[src/rtl/nspi_pkg.sv]
// nspi_pkg: shared state type, lane word type and sizing helpers for the N-lane SPI link
package nspi_pkg;
  typedef enum logic [0:0] {IDLE, RECEIVE} rx_state_t;
  localparam int MAX_SPI_SIZE = 16;
  typedef logic [MAX_SPI_SIZE-1:0] lane_word_t;
  function automatic int cnt_width(input int size);
    return $clog2(size + 1);
  endfunction
endpackage

[src/rtl/nspi_sync.sv]
// nspi_sync: multi-flop synchroniser, all bits share the same stages so they stay aligned
module nspi_sync #(
  parameter int WIDTH = 1,
  parameter int STAGES = 2
) (
  input  logic             clk,
  input  logic             rst,
  input  logic [WIDTH-1:0] d,
  output logic [WIDTH-1:0] q
);
  logic [STAGES-1:0][WIDTH-1:0] ff;
  always_ff @(posedge clk)
    ff <= !rst ? '0 : {ff[STAGES-2:0], d};
  assign q = ff[STAGES-1];
endmodule

[src/rtl/nspi_rx.sv]
// nspi_rx: oversampling N-lane SPI receiver presenting each word on a valid/ready interface
module nspi_rx
  import nspi_pkg::*;
#(
  parameter int CHANNEL_NUMBER = 3,
  parameter int SPI_SIZE = 8,
  parameter int MSB_FIRST = 1,
  parameter int SYNC_STAGES = 2,
  parameter int TIMEOUT_CYCLES = 64
) (
  input  logic                                     clk,
  input  logic                                     rst,
  input  logic                                     spi_clk,
  input  logic [CHANNEL_NUMBER-1:0]                spi_mosi,
  output logic [CHANNEL_NUMBER-1:0][SPI_SIZE-1:0]  data_out,
  output logic                                     data_valid,
  input  logic                                     data_ready,
  output logic                                     frame_error,
  output logic                                     overrun,
  output logic                                     busy
);
  localparam int CW = cnt_width(SPI_SIZE);
  localparam int TW = cnt_width(TIMEOUT_CYCLES);
  localparam logic [CW-1:0] CNT_LAST = CW'(SPI_SIZE - 1);
  localparam logic [TW-1:0] TMR_LAST = TW'(TIMEOUT_CYCLES - 1);
  rx_state_t state, state_n;
  logic [CW-1:0] cnt, cnt_n;
  logic [TW-1:0] tmr, tmr_n;
  logic [CHANNEL_NUMBER-1:0][SPI_SIZE-1:0] sh, sh_n;
  logic [CHANNEL_NUMBER:0] sync_q;
  logic [CHANNEL_NUMBER-1:0] lanes;
  logic sclk, sclk_d, rise, done, done_n, ferr_n;
  nspi_sync #(.WIDTH(CHANNEL_NUMBER + 1), .STAGES(SYNC_STAGES)) u_sync (
    .clk(clk),
    .rst(rst),
    .d({spi_mosi, spi_clk}),
    .q(sync_q)
  );
  assign {lanes, sclk} = sync_q;
  assign rise = sclk & ~sclk_d;
  assign busy = state == RECEIVE;
  always_comb begin
    state_n = state;
    cnt_n = cnt;
    tmr_n = tmr;
    sh_n = sh;
    done_n = 1'b0;
    ferr_n = 1'b0;
    for (int i = 0; i < CHANNEL_NUMBER; i++)
      if (rise) sh_n[i] = MSB_FIRST != 0 ? {sh[i][SPI_SIZE-2:0], lanes[i]} : {lanes[i], sh[i][SPI_SIZE-1:1]};
    if (state == IDLE) begin
      if (rise) begin
        state_n = RECEIVE;
        cnt_n = CW'(1);
        tmr_n = '0;
      end
    end else if (rise) begin
      tmr_n = '0;
      cnt_n = cnt == CNT_LAST ? '0 : cnt + 1'b1;
      state_n = cnt == CNT_LAST ? IDLE : RECEIVE;
      done_n = cnt == CNT_LAST;
    end else if (tmr == TMR_LAST) begin
      state_n = IDLE;
      cnt_n = '0;
      tmr_n = '0;
      sh_n = '0;
      ferr_n = 1'b1;
    end else begin
      tmr_n = tmr + 1'b1;
    end
  end
  always_ff @(posedge clk)
    if (!rst) begin
      state <= IDLE;
      cnt <= '0;
      tmr <= '0;
      sh <= '0;
      sclk_d <= 1'b0;
      done <= 1'b0;
      frame_error <= 1'b0;
    end else begin
      state <= state_n;
      cnt <= cnt_n;
      tmr <= tmr_n;
      sh <= sh_n;
      sclk_d <= sclk;
      done <= done_n;
      frame_error <= ferr_n;
    end
  // A completed word replaces a word being consumed this cycle, otherwise it is dropped if one is pending
  always_ff @(posedge clk)
    if (!rst) begin
      data_out <= '0;
      data_valid <= 1'b0;
      overrun <= 1'b0;
    end else begin
      overrun <= done & data_valid & ~data_ready;
      if (done && (!data_valid || data_ready)) begin
        data_out <= sh;
        data_valid <= 1'b1;
      end else if (data_ready) begin
        data_valid <= 1'b0;
      end
    end
endmodule

[config.mk]
export PLATFORM = sky130hd
export DESIGN_NAME = nspi_rx
export DESIGN_NICKNAME = d
export VERILOG_FILES = /design/src/rtl/nspi_pkg.sv /design/src/rtl/nspi_sync.sv /design/src/rtl/nspi_rx.sv
export SDC_FILE = /design/constraint.sdc
export NUM_CORES = 1
export LEC_CHECK = 0
export ABC_CLOCK_PERIOD_IN_PS = 1750
export CAP_MARGIN = 20
export CORE_ASPECT_RATIO = 0.6
export CORE_MARGIN = 2
export CORE_UTILIZATION = 41
export CTS_CLUSTER_SIZE = 10
export DETAILED_ROUTE_END_ITERATION = 8
export SYNTH_ARGS = -nofsm -noshare
export SYNTH_HDL_FRONTEND = slang
export SYNTH_SLANG_ARGS = --single-unit
export TNS_END_PERCENT = 10
[constraint.sdc]
create_clock -name clk -period 1.75 [get_ports clk]
set_clock_uncertainty 0.1 [all_clocks]
set_input_delay 0.2625 -clock clk [delete_from_list [all_inputs] [get_ports clk]]
set_output_delay 0.2625 -clock clk [all_outputs]
set_load 0.05 [all_outputs]
# Word-level counts from Yosys, hierarchy flattened
# Cells that the tools add are included.
[totals] mem_bits_rw=0 output_inout_bits=28 latch_bits=0 input_bits=7 romBits=0 n_memories=0 word_cells=59 reg_bits=73
[op_classes] shifts=0 n_addsub=2 n_mul=0 bitwise=7 div_mod_pow=0 n_reduce_logical=9 eq_ne=2 n_mux=23 order_cmp=0
[op_table] operator="2-to-1 mux 24 bit" count=3
[op_table] operator="2-to-1 mux 7 bit" count=4
[op_table] operator="2-to-1 mux 8 bit" count=3
[op_table] operator="2-to-1 mux 4 bit" count=5
[op_table] operator="2-to-1 mux 1 bit" count=8
[op_table] operator="adder 7 x 1 -> 7 bit, second input constant" count=1
[op_table] operator="equality test 7 x 6 -> 1 bit, second input constant" count=1
[op_table] operator="nonzero test 2 bit" count=3
[op_table] operator="adder 4 x 1 -> 4 bit, second input constant" count=1
[op_table] operator="equality test 4 x 3 -> 1 bit, second input constant" count=1
[op_table] operator="NOT 1 bit" count=4
[op_table] operator="bitwise AND 1 bit" count=3
[op_table] operator="AND reduction 3 bit" count=1
[op_table] operator="OR reduction 3 bit" count=1
[op_table] operator="AND reduction 2 bit" count=1
[op_table] operator="logical AND 1 bit" count=1
[op_table] operator="zero test 1 bit" count=1
[op_table] operator="logical OR 1 bit" count=1

# Longest topological paths before layout
# Gate-level depths: netlist of the first run.
[depth] word_depth=6 depth_mapped=6 mapped_depth_nobuf=4

# Cells and area by module
# From an unflattened synthesis of the first run, not the netlist that was laid out.
[hier_totals] hier_cells=259 hier_area_um2=2605.0
[modules_own_cells] mod="nspi_rx" area_each_um2=2364.8 cells_per_inst=239 instances=1 seq_area_each_um2=1301.2
[modules_own_cells] mod="nspi_sync" area_each_um2=240.2 cells_per_inst=20 instances=1 seq_area_each_um2=160.2

# Worst setup path after synthesis of the first run
# No wires, ideal clock.
[synth_timing] kind="flip-flop to flip-flop" start="reg state (netlist: busy)" end="reg sh[7] (netlist bit)" setup_ns=0.117 n_path_buf=2 path_slack_ns=-0.108 period_less_slack_ns=1.858 required_time_ns=1.533 path_stages_with_launch=6 arrival_time_ns=1.641 cell_sequence="dfxtp_1 nand2_1 o311a_1 buf_6 buf_6 a22o_1"
[synth_between] elab_chain_cells=1
[synth_rtl] element="start, declared" line_no="nspi_rx.sv:26" text="rx_state_t state, state_n;"
[synth_rtl] element="start signal, assigned" line_no="nspi_rx.sv:82" text="state <= state_n;"
[synth_rtl] element="2-to-1 mux 24 bit" line_no="nspi_rx.sv:51" text="if (state == IDLE) begin"
[synth_rtl] element="end signal, assigned" line_no="nspi_rx.sv:85" text="sh <= sh_n;"
[synth_rtl] element="end, declared" line_no="nspi_rx.sv:29" text="logic [CHANNEL_NUMBER-1:0][SPI_SIZE-1:0] sh, sh_n;"
# No other way between the ends.
# A chain may end at the register's enable or synchronous reset.

# Worst setup path in the final report of the first run
[layout_timing] start="reg tmr[0]" end="reg cnt[2]"
[layout_between] elab_chain_cells=3
[layout_rtl] element="start, declared" line_no="nspi_rx.sv:28" text="logic [TW-1:0] tmr, tmr_n;"
[layout_rtl] element="start signal, assigned" line_no="nspi_rx.sv:84" text="tmr <= tmr_n;"
[layout_rtl] element="equality test 7 x 6 -> 1 bit" line_no="nspi_rx.sv:62" text="end else if (tmr == TMR_LAST) begin"
[layout_rtl] element="nonzero test 2 bit (no source line)"
[layout_rtl] element="AND reduction 2 bit (no source line)"
[layout_rtl] element="end signal, assigned" line_no="nspi_rx.sv:83" text="cnt <= cnt_n;"
[layout_rtl] element="end, declared" line_no="nspi_rx.sv:27" text="logic [CW-1:0] cnt, cnt_n;"
# No other way between the ends.

==> flow_summary.ini, run 1 <==
[status]
outcome = completed

[layout]
fin_util_pct = 52.9
nets = 303
area.growth.synth_to_final_pct = 23.4
insertedDiodeCount = 0
seq_area_um2 = 1460
fill_cells = 572
drive_gt1_share_pct = 20.5
multi_input_area_um2 = 1070

[clocking]
cts_resized = 0
clkLatencyLatePin_ps = 330
post_cts_buffers = 0
cts_root_buf = clkbuf_8
clockBufferDepth = 2
clk_pin_slew_ps = 70
cts_tree = yes
cts_max_level = 3
clock_sinks = 73
cts_made_buffers = 9
cts_hold_buf = 0

[placed_design]
hpwl_um = 3450
gp_congestion = 0.777
numPortBuffers = 34

[floorplan]
die_w_um = 108
dieArea_um2 = 7130
initial_core_util_pct = 42.9
std_cell_rows = 22
fp.dieH_um = 66.2
ios = 35
core_um2 = 6170

[synthesis]
avgSynthCellArea_um2 = 10.4
synthCells = 255
ys.flop_type = dfxtp_1
synth_edf_count = 0
synth.top_cell.area_share_pct = 55.3
ys_types = 37
netlist_top_cells_area = dfxtp_1, a22o_1, a21boi_0
ys_warn_count = 0
yosys.area.top_type = dfxtp_1
ys_async_sr_fraction_pct = 0
ys_seq_area_share_pct = 55.3
ys_ff_latch = 73
mappedNetlistArea_um2 = 2640
syn-num-nets = 264

[worst_setup_path]
end_kind = flop
path_buf_inv = 1
cp_max_fo = 27
crit_slowest_cell = dfxtp_1
critical-path-max-stage-delay_ps = 410
reg2reg_depth = 5
cp.arrival_ps = 1760
path_delay_family = compound AO/OA/AOI/OAI gates
crit_cells = 5
required_ps = 1880
path_class = flop to flop
worstReg2RegStart = tmr[0]
critical_path.cell_chain = ha_1 > nand2_1 > o311a_1 > buf_12 > a21bo_2
crit_path_start = tmr[0]
cp-start-kind = flop

[drt]
met2WireLength_um = 2010
dr.max_layer_used = met4
ant_nets = 0
drt-pass1-iter-count = 4
wl_met3_um = 258
wirelength_um = 5260
vias = 1985
drc = 0
wl_per_cell_um = 13.8
viasPerCell = 5.20
first_iter_violations = 106
drt-met1-wl_um = 2940

[timing]
finalSetupViolCount = 0
period_share_pct = 92.7
tns_ps = 0
hold_violations = 0
maxSlewHeadroom_pct = 81.9
finalMaxSlewViolations = 0
fmax_mhz = 617
period_minus_slack_ps = 1620
tightest_slew_ps = 271
rsz0062_at_grt = false

[grt]
antenna_found_initial = 0
grt_pass1_vias = 1836
grt_max_degree = 28
grt_use_total_pct = 16.5
overflow = 0
grt_first_pass_wirelength_um = 9030

[flow_run]
cap_violations = 0

[power]
max-vdd-ir-drop_mv = 0.464
power_density_nw_per_um2 = 947
p_leak_nw = 1.25

[worst_hold_path]
whs_path_depth = 1
min-delay-start = u_sync.ff[2]
worstHoldPathType = flop to flop
## Yosys cell counts, types with 3 or more instances
| library cell | count |
|---|---|
| nand2b_1 | 4 |
| nand3_1 | 26 |
| a22o_1 | 24 |
| o21ai_0 | 27 |
| dfxtp_1 | 73 |
| nand2_1 | 4 |
| a21boi_0 | 22 |
| clkbuf_1 | 16 |
| a21boi_1 | 3 |
| nor2_1 | 5 |
| a311oi_1 | 3 |
| a21oi_1 | 4 |
| nor2b_1 | 3 |
| and2_1 | 9 |
| buf_6 | 3 |
## per-layer routing
layer | track usage [%] | up-vias
met5 | 0 | -
met4 | 5.29 | 0
met3 | 6.21 | 7
met2 | 23.0 | 38
met1 | 23.2 | 926
li1 | - | 1014
## worst reg2reg max path, delay by kind of cell (launching register included)
| kind | cells | cell delay (ps) |
|---|---|---|
| AO/OA/AOI/OAI | 2 | 550 |
| adder cells (fa/ha/maj) | 1 | 210 |
| AND/OR/NAND/NOR | 1 | 70 |
| buffers and inverters | 1 | 180 |
| flip-flops | 1 | 410 |
## registers in the layout, indices dropped and copies added (netlist names)
| name | flops |
|---|---|
| data_out | 24 |
| sh | 24 |
| tmr | 7 |
| cnt | 4 |
| u_sync.ff | 4 |
| u_sync.q | 4 |
| busy | 1 |
| data_valid | 1 |
| done | 1 |
| frame_error | 1 |
| overrun | 1 |
| sclk_d | 1 |
## worst paths after layout
kind                 endpoint  slack [ps]
hold reg to reg   u_sync.q[2]         340
hold / removal    u_sync.q[2]         340
setup reg to reg       cnt[2]         130
setup / recovery       cnt[2]         130
## area by class of cell
class,count,share of cell area (%)
repair buffers,49,12.9
clock buffers,12,4.75
multi-input cells,159,32.9
flip-flops and latches,73,44.8
inverters,2,0.230
clock inverters,3,1.23
well taps,84,3.22
## cell usage in the layout (no fill, tap or decap), types with 3 or more instances in the layout
cell type	instances
clkdlybuf4s50_1	6
buf_4	40
a22o_1	24
nand3_1	26
a21oi_1	4
nor2b_1	3
and2_1	9
buf_12	3
a21boi_0	22
dfxtp_1	72
clkbuf_8	11
nand2b_1	4
a311oi_1	3
o21ai_0	27
a21boi_1	3
nand2_1	4
nor2_1	5
## cells by family (layout without fill, tap and decap cells)
kind of cell / after synthesis / after routing / synth area share (%)
flip-flops: 73 / 73 / 55.3
adder cells (fa/ha/maj): 2 / 2 / 0.946
AO/OA/AOI/OAI: 94 / 94 / 25.6
buffers and inverters: 23 / 66 / 4.16
multiplexers: 1 / 1 / 0.379
AND/OR/NAND/NOR: 60 / 60 / 13.0
XOR/XNOR: 2 / 2 / 0.663
## per-stage QoR
stage / worst slack (ps) / area, um^2 / power, mW / hold slack (ps) / instances
global route: 41.4 / 3260 / 3.22 / 355 / 382
global placement: 48.8 / 3070 / 1.82 / 316 / 367
CTS: 126 / 3260 / 3.13 / 341 / 382
finish: 128 / 3260 / 3.09 / 336 / 382
floorplan: 125 / 2650 / 1.78 / 290 / 255
detailed placement: 19.9 / 3070 / 1.82 / 321 / 367
## power breakdown
part	internal (mW)	total, mW	switching (mW)	leakage [nW]
Clock	0.725	1.30	0.580	0.102
Combinational	0.0493	0.103	0.0540	0.561
Sequential	1.67	1.68	0.00687	0.590
Total	2.45	3.09	0.641	1.25
Power figures use the tool's default switching activity.
==> run 2: changes to the inputs <==
--- a/config.mk
+++ b/config.mk
@@ -5,6 +5,7 @@
 export SDC_FILE = /design/constraint.sdc
 export NUM_CORES = 1
 export LEC_CHECK = 0
+export ABC_AREA = 0
 export ABC_CLOCK_PERIOD_IN_PS = 1750
 export CAP_MARGIN = 20
 export CORE_ASPECT_RATIO = 0.6
@@ -12,6 +13,7 @@
 export CORE_UTILIZATION = 41
 export CTS_CLUSTER_SIZE = 10
 export DETAILED_ROUTE_END_ITERATION = 8
+export GPL_TIMING_DRIVEN = 0
 export SYNTH_ARGS = -nofsm -noshare
 export SYNTH_HDL_FRONTEND = slang
 export SYNTH_SLANG_ARGS = --single-unit
==> flow_summary.ini, run 2 (same netlist as run 1, synthesis figures left out) <==
[timing]
hold_violations = 0
rsz0062_at_grt = true
finalMaxSlewViolations = 0
period_share_pct = 95.4
tightest_slew_ps = 495
period_minus_slack_ps = 1670
finalSetupViolCount = 0
maxSlewHeadroom_pct = 67.1
fmax_mhz = 599

[worst_setup_path]
rrSetupSlack_ps = 80
cp.arrival_ps = 1790
required_ps = 1870
cp-start-kind = flop
cp_max_fo = 10
path_class = flop to flop
end_kind = flop

[layout]
fin_util_pct = 53.0
reg_top3 = data_out (24), sh (24), tmr (7)
layout_commonest_cell = dfxtp_1
fill_cells = 612
insertedDiodeCount = 0
area.growth.synth_to_final_pct = 23.7
multi_input_area_um2 = 1070
seq_area_um2 = 1470
final_cell_mix = dfxtp_1, dlygate4sd2_1, o21ai_0
drive_gt1_share_pct = 10.5
nets = 309

[power]
p_leak_nw = 1.29
p_total_mw = 3.10
clkPwrFrac_pct = 42.6
power_density_nw_per_um2 = 949
power_switching_mw = 0.685
max-vdd-ir-drop_mv = 0.425
intPower_mw = 2.42
seq_power_share_pct = 54.2
switching_share_pct = 22.1
power_frac_comb_pct = 3.2

[floorplan]
ios = 35
initial_core_util_pct = 42.9
dieArea_um2 = 7130
std_cell_rows = 22
core_um2 = 6170
fp.dieH_um = 66.2
die_w_um = 108

[placed_design]
numPortBuffers = 34
gp_congestion = 0.783
hpwl_um = 3680

[clocking]
cts_root_buf = clkbuf_8
clock_sinks = 73
cts_hold_buf = 0
cts_max_level = 3
clockBufferDepth = 2
clk_pin_slew_ps = 70
clkLatencyLatePin_ps = 330
cts_tree = yes
cts_made_buffers = 9

[grt]
overflow = 0
grt_max_degree = 14
top_usage_layer = met1
grt_use_total_pct = 17.1
met1_usage_pct = 24.7
grt_use_met3_pct = 6.80
grt_pass1_vias = 1874
grt_first_pass_wirelength_um = 9200
antenna_found_initial = 0
use_met2_pct = 22.9

[drt]
wl_per_cell_um = 13.5
first_iter_violations = 68
drc = 0
drt-pass1-iter-count = 4
vias = 1980
ant_nets = 0
wirelength_um = 5240
viasPerCell = 5.09

[worst_hold_path]
worstHoldPathType = flop to flop

[flow_run]
cap_violations = 0

[status]
outcome = completed
run 2: changes by cell type in the layout (fill, tap and decap cells not counted), moves of 3 or more:
cell,before,now
clkbuf_2,0,3
clkbuf_1,1,14
clkinvlp_4,0,3
dlygate4sd2_1,0,28
buf_4,40,0
dfxtp_1,72,68
buf_6,0,3
dfxtp_2,1,5
buf_12,3,0
run 2: metrics by stage:
step	setup WS, ps	instance area, um^2	cells	hold slack (ps)	TNS [ps]
after floorplan	125	2650	255	290	0
after global placement	-354	3090	373	317	-10750
after detailed placement	-366	3090	373	320	-11600
after CTS	6.01	3260	389	339	0
after global routing	-79.4	3270	389	347	-387
final	80.4	3270	389	335	0
run 2: path summary, 6_finish.rpt:
path,start,endpoint,cells after the start
max,tmr[0],sh[7],6
max reg2reg,tmr[0],sh[7],6
min,u_sync.ff[3],u_sync.q[3],1
min reg2reg,u_sync.ff[3],u_sync.q[3],1
run 2: worst max-delay path: stages, from the launching register on:
cell and delay, ps:
dfxtp_2 380, ha_1 210, nand2_2 100, o311a_1 310, buf_6 150, buf_6 130
a22o_1 180
run 2: layout make-up:
cell class / count / area share [%]
Sequential cell: 73 / 44.9
Multi-Input combinational cell: 159 / 32.9
Tap cell: 84 / 3.21
Buffer: 21 / 3.25
Clock buffer: 10 / 4.21
Timing Repair Buffer: 34 / 9.33
Clock inverter: 6 / 2.03
Inverter: 2 / 0.230
run 2: per-layer routing:
| metal | vias up | wire [um] |
|---|---|---|
| met5 | - | 0 |
| met4 | 0 | 34 |
| met3 | 4 | 206 |
| met2 | 38 | 2040 |
| met1 | 915 | 2970 |
| li1 | 1023 | - |
run 2: repair_timing:
action                     in CTS  in global routing
resized for setup              29                  8
buffers inserted                0                  0
setup endpoints to repair      29                 29
run 2: power by group through the flow:
stage	sequential (mW)	combinational [mW]	clock, mW
after floorplan	1.72	0.0606	0
after global placement	1.72	0.0990	0
after detailed placement	1.72	0.0996	0
after CTS	1.68	0.0993	1.36
after global routing	1.69	0.110	1.46
final	1.68	0.0985	1.32
